## src/rtl/pe_network_interface.sv

```systemverilog
// PE-side endpoint of the router PE port: queued TX with toggle signalling and
// ack/timeout retry, plus a single-entry RX holding buffer with sticky overflow.
module pe_network_interface #(
  parameter int X_LOCAL     = 2,
  parameter int Y_LOCAL     = 2,
  parameter int FIFO_DEPTH  = 4,
  parameter int ACK_TIMEOUT = 16
) (
  input  logic        clka,
  input  logic        rsta,
  input  logic        tx_valid_din,
  output logic        tx_ready_dout,
  input  logic [3:0]  tx_dest_x_din,
  input  logic [3:0]  tx_dest_y_din,
  input  logic [31:0] tx_payload_din,
  output logic        rx_valid_dout,
  input  logic        rx_ready_din,
  output logic [3:0]  rx_src_x_dout,
  output logic [3:0]  rx_src_y_dout,
  output logic [31:0] rx_payload_dout,
  output logic        rx_overflow_dout,
  output logic [47:0] pe_channel_dout,
  output logic [1:0]  pe_diff_pair_dout,
  input  logic        r2pe_ack_din,
  input  logic [39:0] pe_channel_din,
  input  logic [1:0]  pe_diff_pair_din
);
  localparam int AW = $clog2(FIFO_DEPTH);
  localparam int TW = $clog2(ACK_TIMEOUT);

  typedef enum logic [1:0] {IDLE, SEND, WAIT_ACK} state_t;
  state_t state, state_nxt;

  logic [39:0]   mem [FIFO_DEPTH];
  logic [AW-1:0] wr_ptr, rd_ptr;
  logic [AW:0]   count, count_nxt;
  logic [TW-1:0] timer;
  logic          push, pop, send, retoggle;
  logic [47:0]   head_flit;
  logic [1:0]    rx_last;
  logic          rx_new;

  assign push      = tx_valid_din & tx_ready_dout;
  assign count_nxt = count + {{AW{1'b0}}, push} - {{AW{1'b0}}, pop};
  assign head_flit = {mem[rd_ptr][39:32], 4'(X_LOCAL), 4'(Y_LOCAL), mem[rd_ptr][31:0]};

  always_ff @(posedge clka) begin
    if (!rsta) state <= IDLE;
    else       state <= state_nxt;
  end

  always_comb begin
    state_nxt = state;
    pop       = 1'b0;
    send      = 1'b0;
    retoggle  = 1'b0;
    case (state)
      IDLE:     if (count != '0) state_nxt = SEND;
      SEND: begin
        send      = 1'b1;
        state_nxt = WAIT_ACK;
      end
      WAIT_ACK: begin
        // ack beats a coinciding timeout; occupancy after pop includes a same-cycle push
        if (r2pe_ack_din) begin
          pop       = 1'b1;
          state_nxt = (count > (AW+1)'(1) || push) ? SEND : IDLE;
        end else if (timer == TW'(ACK_TIMEOUT - 1)) begin
          retoggle = 1'b1;
        end
      end
      default:  state_nxt = IDLE;
    endcase
  end

  always_ff @(posedge clka) begin
    if (push) mem[wr_ptr] <= {tx_dest_x_din, tx_dest_y_din, tx_payload_din};
  end

  always_ff @(posedge clka) begin
    if (!rsta) begin
      wr_ptr            <= '0;
      rd_ptr            <= '0;
      count             <= '0;
      tx_ready_dout     <= 1'b1;
      timer             <= '0;
      pe_channel_dout   <= '0;
      pe_diff_pair_dout <= 2'b01;
    end else begin
      if (push) wr_ptr <= wr_ptr + AW'(1);
      if (pop)  rd_ptr <= rd_ptr + AW'(1);
      count         <= count_nxt;
      tx_ready_dout <= (count_nxt != (AW+1)'(FIFO_DEPTH));
      if (send) begin
        pe_channel_dout   <= head_flit;
        pe_diff_pair_dout <= ~pe_diff_pair_dout;
        timer             <= '0;
      end else if (retoggle) begin
        pe_diff_pair_dout <= ~pe_diff_pair_dout;
        timer             <= '0;
      end else if (state == WAIT_ACK) begin
        timer <= timer + TW'(1);
      end
    end
  end

  // only the legal codes can signal a flit; 00/11 never move rx_last
  assign rx_new = ((pe_diff_pair_din == 2'b01) || (pe_diff_pair_din == 2'b10)) &&
                  (pe_diff_pair_din != rx_last);

  always_ff @(posedge clka) begin
    if (!rsta) begin
      rx_last          <= 2'b01;
      rx_valid_dout    <= 1'b0;
      rx_src_x_dout    <= '0;
      rx_src_y_dout    <= '0;
      rx_payload_dout  <= '0;
      rx_overflow_dout <= 1'b0;
    end else if (rx_new) begin
      rx_last <= pe_diff_pair_din;
      if (!rx_valid_dout || rx_ready_din) begin
        rx_src_x_dout   <= pe_channel_din[39:36];
        rx_src_y_dout   <= pe_channel_din[35:32];
        rx_payload_dout <= pe_channel_din[31:0];
        rx_valid_dout   <= 1'b1;
      end else begin
        rx_overflow_dout <= 1'b1;
      end
    end else if (rx_ready_din) begin
      rx_valid_dout <= 1'b0;
    end
  end
endmodule
```

## config.mk

```make
export PLATFORM = sky130hd
export DESIGN_NAME = pe_network_interface
export DESIGN_NICKNAME = d
export VERILOG_FILES = /design/src/rtl/pe_network_interface.sv
export SDC_FILE = /design/constraint.sdc
export NUM_CORES = 1
export LEC_CHECK = 0
export ABC_AREA = 1
export ABC_CLOCK_PERIOD_IN_PS = 3200
export CELL_PAD_IN_SITES_DETAIL_PLACEMENT = 0
export CELL_PAD_IN_SITES_GLOBAL_PLACEMENT = 2
export CORE_MARGIN = 8
export CORE_UTILIZATION = 33
export DETAILED_ROUTE_END_ITERATION = 7
export PLACE_DENSITY = 0.85
export SLEW_MARGIN = 20
export SYNTH_ARGS = -nofsm -noshare
export SYNTH_HDL_FRONTEND = slang
export SYNTH_SLANG_ARGS = --single-unit
```

## constraint.sdc

```tcl
create_clock -name clka -period 3.2 [get_ports clka]
set_clock_uncertainty 0.15 [all_clocks]
set_input_delay 0.48 -clock clka [delete_from_list [all_inputs] [get_ports clka]]
set_output_delay 0.48 -clock clka [all_outputs]
set_load 0.02 [all_outputs]
```

==> results.py, run 1 <==
metrics = {
    "flow_run": {
        "maxCapViolations": 0,
    },
    "clock_tree": {
        "clk_latency_ps": 540,
        "cts_resized": 0,
        "postCtsSetupRepairBufs": 0,
        "clk_pin_slew_ps": 60,
        "cts_sinks": 261,
        "cts-root-buf": "clkbuf_16",
        "cts_tree": "built",
        "cts_made_buffers": 30,
        "clockBufferDepth": 3,
        "htreeDepth": 1,
        "postCtsHoldBufs": 0,
    },
    "worst_setup_path": {
        "path_class": "flip-flop to output pin",
        "cp_top_family": "buffers and inverters",
        "worst-path-max-fanout": 2,
        "cp.arrival_ps": 1560,
        "critPathRequiredTime_ps": 2570,
        "cp_slowest_cell": "clkdlybuf4s50_1",
        "critPathBufInv": 1,
        "cp_slowest_stage_delay_ps": 680,
        "r2r-start": "state[0]",
        "crit_start": "pe_channel_dout[0]",
        "path_cells": "clkdlybuf4s50_1",
        "end_kind": "output pin",
        "crit_path_start_kind": "flip-flop",
    },
    "sta": {
        "setup_viol": 0,
        "fmax_ghz": 0.457,
        "period_minus_slack_ps": 2190,
        "finalHoldViolCount": 0,
        "rsz0062_at_grt": "false",
        "holdWs_ps": 275,
        "slew_viol_final": 0,
        "slew_headroom": 0.362,
        "max_slew.worst_pin.slew_ps": 956,
        "fin_crit_sh": 0.684,
        "finalWorstSetupSlack_ps": 1010,
        "tns_ps": 0,
    },
    "power_and_ir_drop": {
        "power.leakage_nw": 5.49,
        "switching_share": 0.286,
        "p_int_mw": 7.51,
        "pwr-share-seq": 0.409,
        "pwr-share-clk": 0.366,
        "power_frac_comb": 0.224,
        "power_switching_mw": 3.00,
        "peakVddDrop_mv": 0.372,
        "powerDensity_nw_per_um2": 765,
    },
    "route": {
        "wl_met1_mm": 11.1,
        "via_per_inst": 4.48,
        "wl_per_cell_um": 15.4,
        "drtAntennaViolNets": 0,
        "dr_wl_met2_mm": 11.7,
        "wl_met3_mm": 2.60,
        "top_layer": "met5",
        "drt-initial-drc-count": 391,
        "vias": 7490,
        "first_pass_iters": 5,
        "wirelength_mm": 25.8,
        "drc": 0,
    },
    "synthesis": {
        "synthAdderAreaFrac": 0.0103,
        "syn-instance-count": 1083,
        "synth_edf_count": 160,
        "synth-compound-area-share": 0.0642,
        "yosysMostFrequentCell": "nor2_1",
        "synth_top_family_by_area": "simple AND/OR/NAND/NOR gates",
        "yosysTopAreaCell": "edfxtp_1",
        "yosys.area_share.xor_xnor": 0.00334,
        "synth_top_cell_area_share": 0.458,
        "yosysUniqueCellTypes": 24,
        "async_reset_ff_frac": 0,
        "synthMuxAreaShare": 0,
        "yosys_register_bits": 261,
        "netlist_area_um2": 10500,
        "yosys-top-cells-count": "nor2_1, edfxtp_1, nand2_1, dfxtp_1, inv_1",
        "ys_seq_area_frac": 0.651,
        "ys.flop_type": "edfxtp_1",
        "synth.area.top_cells": "edfxtp_1, dfxtp_1, nor2_1",
        "synth.avg_cell_area_um2": 9.68,
        "synth_warnings": 0,
        "synth-simple-area-share": 0.191,
    },
    "cells_and_area": {
        "final_layout_size_suffix_gt1_frac": 0.0709,
        "final_nets": 1341,
        "final_cells": 1672,
        "num_antenna_cells": 0,
        "syn_to_final_growth_pct": 31.0,
    },
    "placed_design": {
        "dpl_worst_slack_ps": 568,
        "dpl.hpwl_mm": 16.1,
        "port_buffers": 173,
        "dp_cells": 1616,
        "gp_congestion": 0.725,
    },
    "global_route": {
        "grt_pass1_vias": 7357,
        "overflow": 0,
        "antenna_found_initial": 2,
        "grt_pass1_wl_mm": 41.1,
        "grt_use_total": 0.134,
        "grt_max_degree": 62,
    },
    "floorplan": {
        "initial_core_util": 0.334,
        "io_pins": 180,
        "die_width_um": 194,
        "die_h_um": 194,
        "fp.coreArea_um2": 31400,
        "die_area_um2": 37700,
        "rows": 65,
    },
    "min_path": {
        "hold_path_class": "input port to flip-flop",
        "hp-start": "rsta",
    },
    "status": {
        "status": "finished, final reports clean",
    },
}
final cells by class:
class                      instances  area [um2]
tap                              402         503
clock inverter                    23         343
sequential                       261        6830
clock buffer                      33         803
timing repair buffer             193        1980
fill                            2999       17700
multi-input combinational        653        2880
inverter                         107         402
per-layer routing:
metal,vias up,global-route usage
li1,3834,-
met1,3402,0.168
met2,213,0.212
met3,37,0.0568
met4,4,0.0283
met5,-,0
worst reg2reg max path: stages (launching register included):
cell and delay (ps):
dfxtp_1 320, inv_1 80, nand2_1 100, nor2_1 240
inv_1 100, nand3_1 80, nand2_1 50, ha_1 190
fa_1 370, xor2_1 170, nor2_1 120, nand2_1 60
registers in the layout, summed over array words and instances, names as in the netlist, 3 cells and up:
signal           flops
mem                160
rx_src_y_dout        4
pe_channel_dout     41
timer                4
rx_payload_dout     32
count                3
rx_src_x_dout        4
cell usage in the layout (no fill, tap or decap), drive strengths merged:
cell type,synthesis,final
edfxtp,160,160
bufinv,0,8
nand3,87,87
dfxtp,101,101
nor2,302,302
clkinvlp,0,2
inv,107,108
clkbuf,16,33
conb,1,6
fa,1,1
clkdlybuf4s50,0,172
a21oi,48,48
nand2,109,109
o21ai,85,85
o21a,1,1
clkinv,0,12
nand3b,1,1
nor3,2,2
ha,7,7
buf,51,21
xor2,4,4
path summary, 6_finish.rpt:
path | slack (ps) | cells past startpoint | to
setup / recovery | 1010 | 1 | pe_channel_dout[0]
hold / removal | 280 | 3 | rx_overflow_dout
setup reg to reg | 1060 | 11 | tx_ready_dout
hold reg to reg | 330 | 2 | rx_overflow_dout
logic make-up (layout without fill, tap and decap cells):
| logic type | after synthesis | in the layout |
|---|---|---|
| xor gates and xnor gates | 4 | 4 |
| AOI/OAI and AO/OA | 134 | 134 |
| DFF | 261 | 261 |
| and+or+nand+nor | 501 | 501 |
| buffers and inverters | 174 | 356 |
| other | 1 | 6 |
| adders and majority gates | 8 | 8 |
power by group through the flow:
stage	logic (mW)	clock network (mW)	registers, mW
floorplan	1.18	0	4.61
global placement	2.38	0	4.36
detailed placement	2.40	0	4.38
CTS	2.41	3.96	4.31
finish	2.36	3.85	4.30
global route	2.64	4.10	4.36
through the flow:
step	util	power (mW)	instance area [um2]
CTS	0.438	10.7	13700
floorplan	-	5.79	10500
detailed placement	0.401	6.77	12600
finish	0.438	10.5	13700
global placement	0.401	6.75	12600
global route	0.438	11.1	13700
(Power assumes the default switching activity.)
==> inputs of run 2 (changes only) <==
- ABC_CLOCK_PERIOD_IN_PS: 3200 -> 2000
- CORE_UTILIZATION: 33 -> 30
- PLACE_DENSITY: 0.85 -> 0.81
- clock period: 3.2 -> 2 ns (I/O delays scaled with it)
==> results.py, run 2 (synthesized netlist as in run 1, its figures left out) <==
metrics = {
    "route": {
        "drt-initial-drc-count": 317,
        "wirelength_mm": 25.8,
        "drtAntennaViolNets": 0,
        "drc": 0,
        "wl_per_cell_um": 14.8,
        "via_per_inst": 4.28,
        "vias": 7453,
        "first_pass_iters": 4,
    },
    "floorplan": {
        "initial_core_util": 0.304,
        "die_area_um2": 41200,
        "io_pins": 180,
        "rows": 68,
        "die_h_um": 203,
        "fp.coreArea_um2": 34500,
        "die_width_um": 203,
    },
    "placed_design": {
        "dpl.hpwl_mm": 16.4,
        "place_area_um2": 12900,
        "port_buffers": 173,
        "dpl_worst_slack_ps": -289,
        "gp_congestion": 0.676,
    },
    "sta": {
        "period_minus_slack_ps": 1950,
        "fin_crit_sh": 0.974,
        "rsz0062_at_grt": "false",
        "tns_ps": 0,
        "finalWorstSetupSlack_ps": 52.0,
        "setup_viol": 0,
        "fmax_ghz": 0.513,
        "slew_viol_final": 0,
        "finalHoldViolCount": 0,
    },
    "cells_and_area": {
        "top_regs": "mem x160, pe_channel_dout x41, rx_payload_dout x32",
        "regMostFlops": "mem",
        "largest_reg_flops": 160,
        "syn_to_final_growth_pct": 33.0,
        "nFillCells": 3457,
        "final_nets": 1358,
        "final_cell_mix": "nor2_1, edfxtp_1, clkdlybuf4s50_1, nand2_1, inv_1",
        "multi_input_area_um2": 2890,
        "final_layout_size_suffix_gt1_frac": 0.0839,
        "ff_latch_area_um2": 6830,
        "layout_commonest_cell": "nor2_1",
        "final_area_um2": 14000,
        "num_antenna_cells": 0,
    },
    "min_path": {
        "hold_path_class": "input port to flip-flop",
        "hold_depth": 4,
        "hp-start": "rsta",
        "hold_end": "rx_payload_dout[10]",
    },
    "power_and_ir_drop": {
        "powerDensity_nw_per_um2": 1180,
        "power_frac_comb": 0.232,
        "pwr-share-seq": 0.415,
        "switching_share": 0.290,
        "power_mw": 16.5,
        "peakVddDrop_mv": 0.737,
        "p_int_mw": 11.7,
        "pwr-share-clk": 0.353,
        "power_switching_mw": 4.76,
        "power.leakage_nw": 6.02,
    },
    "worst_setup_path": {
        "r2r_cells": 11,
        "cp.arrival_ps": 1500,
        "r2r-start": "state[0]",
        "critPathRequiredTime_ps": 1550,
        "path_cells": "clkdlybuf4s50_1",
        "reg2reg_slack_ps": 160,
        "r2r_end": "tx_ready_dout",
        "worst-path-max-fanout": 2,
        "end_kind": "output pin",
        "path_class": "flip-flop to output pin",
        "cp_slowest_stage_delay_ps": 620,
        "critPathBufInv": 1,
        "crit_path_start_kind": "flip-flop",
        "cp_slowest_cell": "clkdlybuf4s50_1",
        "cp_top_family": "buffers and inverters",
    },
    "clock_tree": {
        "cts_sinks": 261,
        "clk_latency_ps": 560,
        "clockBufferDepth": 3,
        "cts-root-buf": "clkbuf_16",
        "htreeDepth": 1,
        "cts_made_buffers": 30,
        "postCtsSetupRepairBufs": 0,
        "clk_pin_slew_ps": 60,
        "cts_tree": "built",
    },
    "status": {
        "status": "finished, final reports clean",
    },
    "global_route": {
        "overflow": 0,
        "antenna_found_initial": 1,
        "grt_pass1_wl_mm": 40.7,
        "grt_max_degree": 82,
        "grt_use_total": 0.122,
        "grt_pass1_vias": 7501,
    },
    "flow_run": {
        "maxCapViolations": 0,
    },
}
[run 2: cell count changes in the layout (fill, tap and decap cells not counted), moves of 3 or more]
cell             delta
clkdlybuf4s50_1    -53
dlygate4sd2_1      +32
dlymetal6s2s_1     +21
buf_4              +11
clkbuf_1            +7
buf_12              +6
clkinv_1            -3
[run 2: worst reg2reg max path, delay by kind of cell (launching register included)]
kind                     cells  cell delay (ps)
adder cells (fa/ha/maj)      2              500
AND/OR/NAND/NOR              6              410
buffers and inverters        2              190
flip-flops                   1              320
XOR/XNOR                     1              160
[run 2: layer usage]
layer | up-vias | GRT usage | wire (um)
met2 | 178 | 0.196 | 11400
met5 | - | 0 | 10
met4 | 2 | 0.0287 | 427
met3 | 34 | 0.0521 | 2570
li1 | 3869 | - | -
met1 | 3370 | 0.151 | 11400
[run 2: layout make-up]
| cell class | count | area share |
|---|---|---|
| Sequential cell | 261 | 0.490 |
| Multi-Input combinational cell | 653 | 0.207 |
| Timing Repair Buffer | 210 | 0.157 |
| Clock buffer | 39 | 0.0577 |
| Tap cell | 455 | 0.0408 |
| Inverter | 107 | 0.0288 |
| Clock inverter | 17 | 0.0190 |
[run 2: how the worst max path moves through the flow]
stage                             start             endpoint  slack, ps  cells after the start
global route         pe_channel_dout[6]   pe_channel_dout[6]        0.2                      1
finish               rx_payload_dout[6]   rx_payload_dout[6]         50                      1
CTS                 rx_payload_dout[23]  rx_payload_dout[23]          1                      1
detailed placement         r2pe_ack_din        tx_ready_dout       -290                     11
floorplan                 tx_ready_dout            mem[0][0]       -340                      2
global placement           r2pe_ack_din        tx_ready_dout       -290                     11
[run 2: repair_timing]
action / CTS / global route
setup endpoints to repair: 32 / 23
hold buffers: 0 / 0
gates resized for setup: 32 / 26
pin swaps: 0 / 1
[run 2: power by group through the flow]
stage / logic, mW / registers (mW) / clock network [mW]
floorplan: 1.90 / 7.36 / 0
global placement: 3.95 / 6.95 / 0
detailed placement: 3.97 / 6.97 / 0
CTS: 3.91 / 6.85 / 6.00
global route: 4.29 / 6.92 / 6.23
finish: 3.81 / 6.83 / 5.81
[run 2: metrics by stage]
step                      std cells  hold WS, ps  utilization
final                          1742         73.3        0.405
after CTS                      1742         49.0        0.403
after floorplan                1088          249            -
after global placement         1686          309        0.373
after detailed placement       1686          318        0.373
after global routing           1742         66.1        0.405
==> RTL change, RTL diff (config.mk and constraints of run 2) <==
`ACK_TIMEOUT`: 16 -> 32.
--- a/src/rtl/pe_network_interface.sv
+++ b/src/rtl/pe_network_interface.sv
@@ -6,3 +6,3 @@
   parameter int FIFO_DEPTH  = 4,
-  parameter int ACK_TIMEOUT = 16
+  parameter int ACK_TIMEOUT = 32
 ) (
Function: no difference found for any inputs over 4 cycles, from zero or initial values and one cycle with rsta low; that may be too few to reach the edited logic, so the function may still have changed.
==> RTL change against run 2 <==
Non-clock buffer count is 7 higher; sequential cell count rose by 1; worst setup slack better by 0.0027 ns; fmax up 0.14%; final area is 1.0% higher; via count rose by 2.0%; worst hold slack improved by 0.0083 ns; power is 0.91% lower; register-to-register slack got worse by 0.05 ns; cell count is 0.63% higher; wire length rose by 1.5%; sequential power is essentially flat; synthesized area fell by 0.51%; critical path type unchanged; largest cell class unchanged; largest power group unchanged; highest routed layer unchanged.
==> RTL change: results (changes against run 2) <==
\begin{tabular}{lr}
\hline
Metric & Value \\
\hline
\multicolumn{2}{l}{\textbf{Run status}} \\
\quad Status & finished, final reports clean (unchanged) \\
\multicolumn{2}{l}{\textbf{Pwr}} \\
\quad Sw Share & 29.7\% (was 29.0\%) \\
\quad PD cells & 1160 nW/um\^{}2 (was 1180 nW/um\^{}2) \\
\multicolumn{2}{l}{\textbf{Yosys}} \\
\quad Post-synthesis instance area & 10400 um\^{}2 (was 10500 um\^{}2) \\
\quad Adder-Cell Fraction of Synth Area & 1.15\% (was 1.03\%) \\
\quad Largest cells by area after synthesis & sky130\_fd\_sc\_hd\_\_edfxtp\_1 (46\%), sky130\_fd\_sc\_hd\_\_dfxtp\_1 (20\%), sky130\_fd\_sc\_hd\_\_nor2\_1 (11\%), sky130\_fd\_sc\_hd\_\_nand3\_1 (4.2\%), sky130\_fd\_sc\_hd\_\_o21ai\_0 (4.1\%) (was sky130\_fd\_sc\_hd\_\_edfxtp\_1 (46\%), sky130\_fd\_sc\_hd\_\_dfxtp\_1 (19\%), sky130\_fd\_sc\_hd\_\_nor2\_1 (11\%), sky130\_fd\_sc\_hd\_\_nand3\_1 (4.2\%), sky130\_fd\_sc\_hd\_\_nand2\_1 (3.9\%)) \\
\quad Compound-cell area share of the yosys netlist & 6.50\% (was 6.42\%) \\
\multicolumn{2}{l}{\textbf{Place}} \\
\quad Dpl ws & -0.307 ns (was -0.289 ns) \\
\quad Post-Place Cell Area & 13000 um\^{}2 (was 12900 um\^{}2) \\
\multicolumn{2}{l}{\textbf{GRT}} \\
\quad Overall global routing resource usage & 12.6\% (was 12.2\%) \\
\quad Routing usage on met3 & 5.40\% (was 5.21\%) \\
\quad Wire length of the first global-routing pass & 41.9 mm (was 40.7 mm) \\
\quad Vias in the first global route & 7696 (was 7501) \\
\multicolumn{2}{l}{\textbf{Cells and area}} \\
\quad Clock-cell share of area & 7.23\% (was 7.67\%) \\
\quad \# fillers & 3404 (was 3457) \\
\quad Fraction of layout instances using a drive strength above 1 & 8.94\% (was 8.39\%) \\
\quad Number of nets at the end of the flow & 1370 (was 1358) \\
\quad Buffers, non-clock & 217 (was 210) \\
\quad Final non-clock buffer share & 16.6\% (was 15.7\%) \\
\multicolumn{2}{l}{\textbf{Routing}} \\
\quad Iteration-0 DRC Markers & 254 (was 317) \\
\hline
\end{tabular}
RTL change: cell types whose count changed after synthesis, sizes merged:
| cell | change |
|---|---|
| dfxtp | +1 |
| nand3 | +1 |
| ha | +1 |
| clkbuf | +8 |
| buf | -8 |
| nor2 | +3 |
| nand2 | -2 |
| a21oi | +1 |
| nand3b | -1 |
RTL change: final timing paths:
| path | start | to | slack, ns | cells past startpoint |
|---|---|---|---|---|
| hold reg to reg | timer[4] | timer[4] | 0.32 | 2 |
| setup reg to reg | state[0] | tx_ready_dout | 0.11 | 11 |
| setup / recovery | rx_payload_dout[16] | rx_payload_dout[16] | 0.05 | 1 |
| hold / removal | rsta | pe_diff_pair_dout[0] | 0.08 | 3 |
RTL change: per-stage QoR:
step	hold WS, ns	cells	utilization [%]
6_report	0.0816	1753	41.0
5_1_grt	0.104	1753	41.0
4_1_cts	0.0643	1753	40.7
3_5_place_dp	0.314	1697	37.8
3_3_place_gp	0.302	1697	37.8
2_1_floorplan	0.249	1092	-
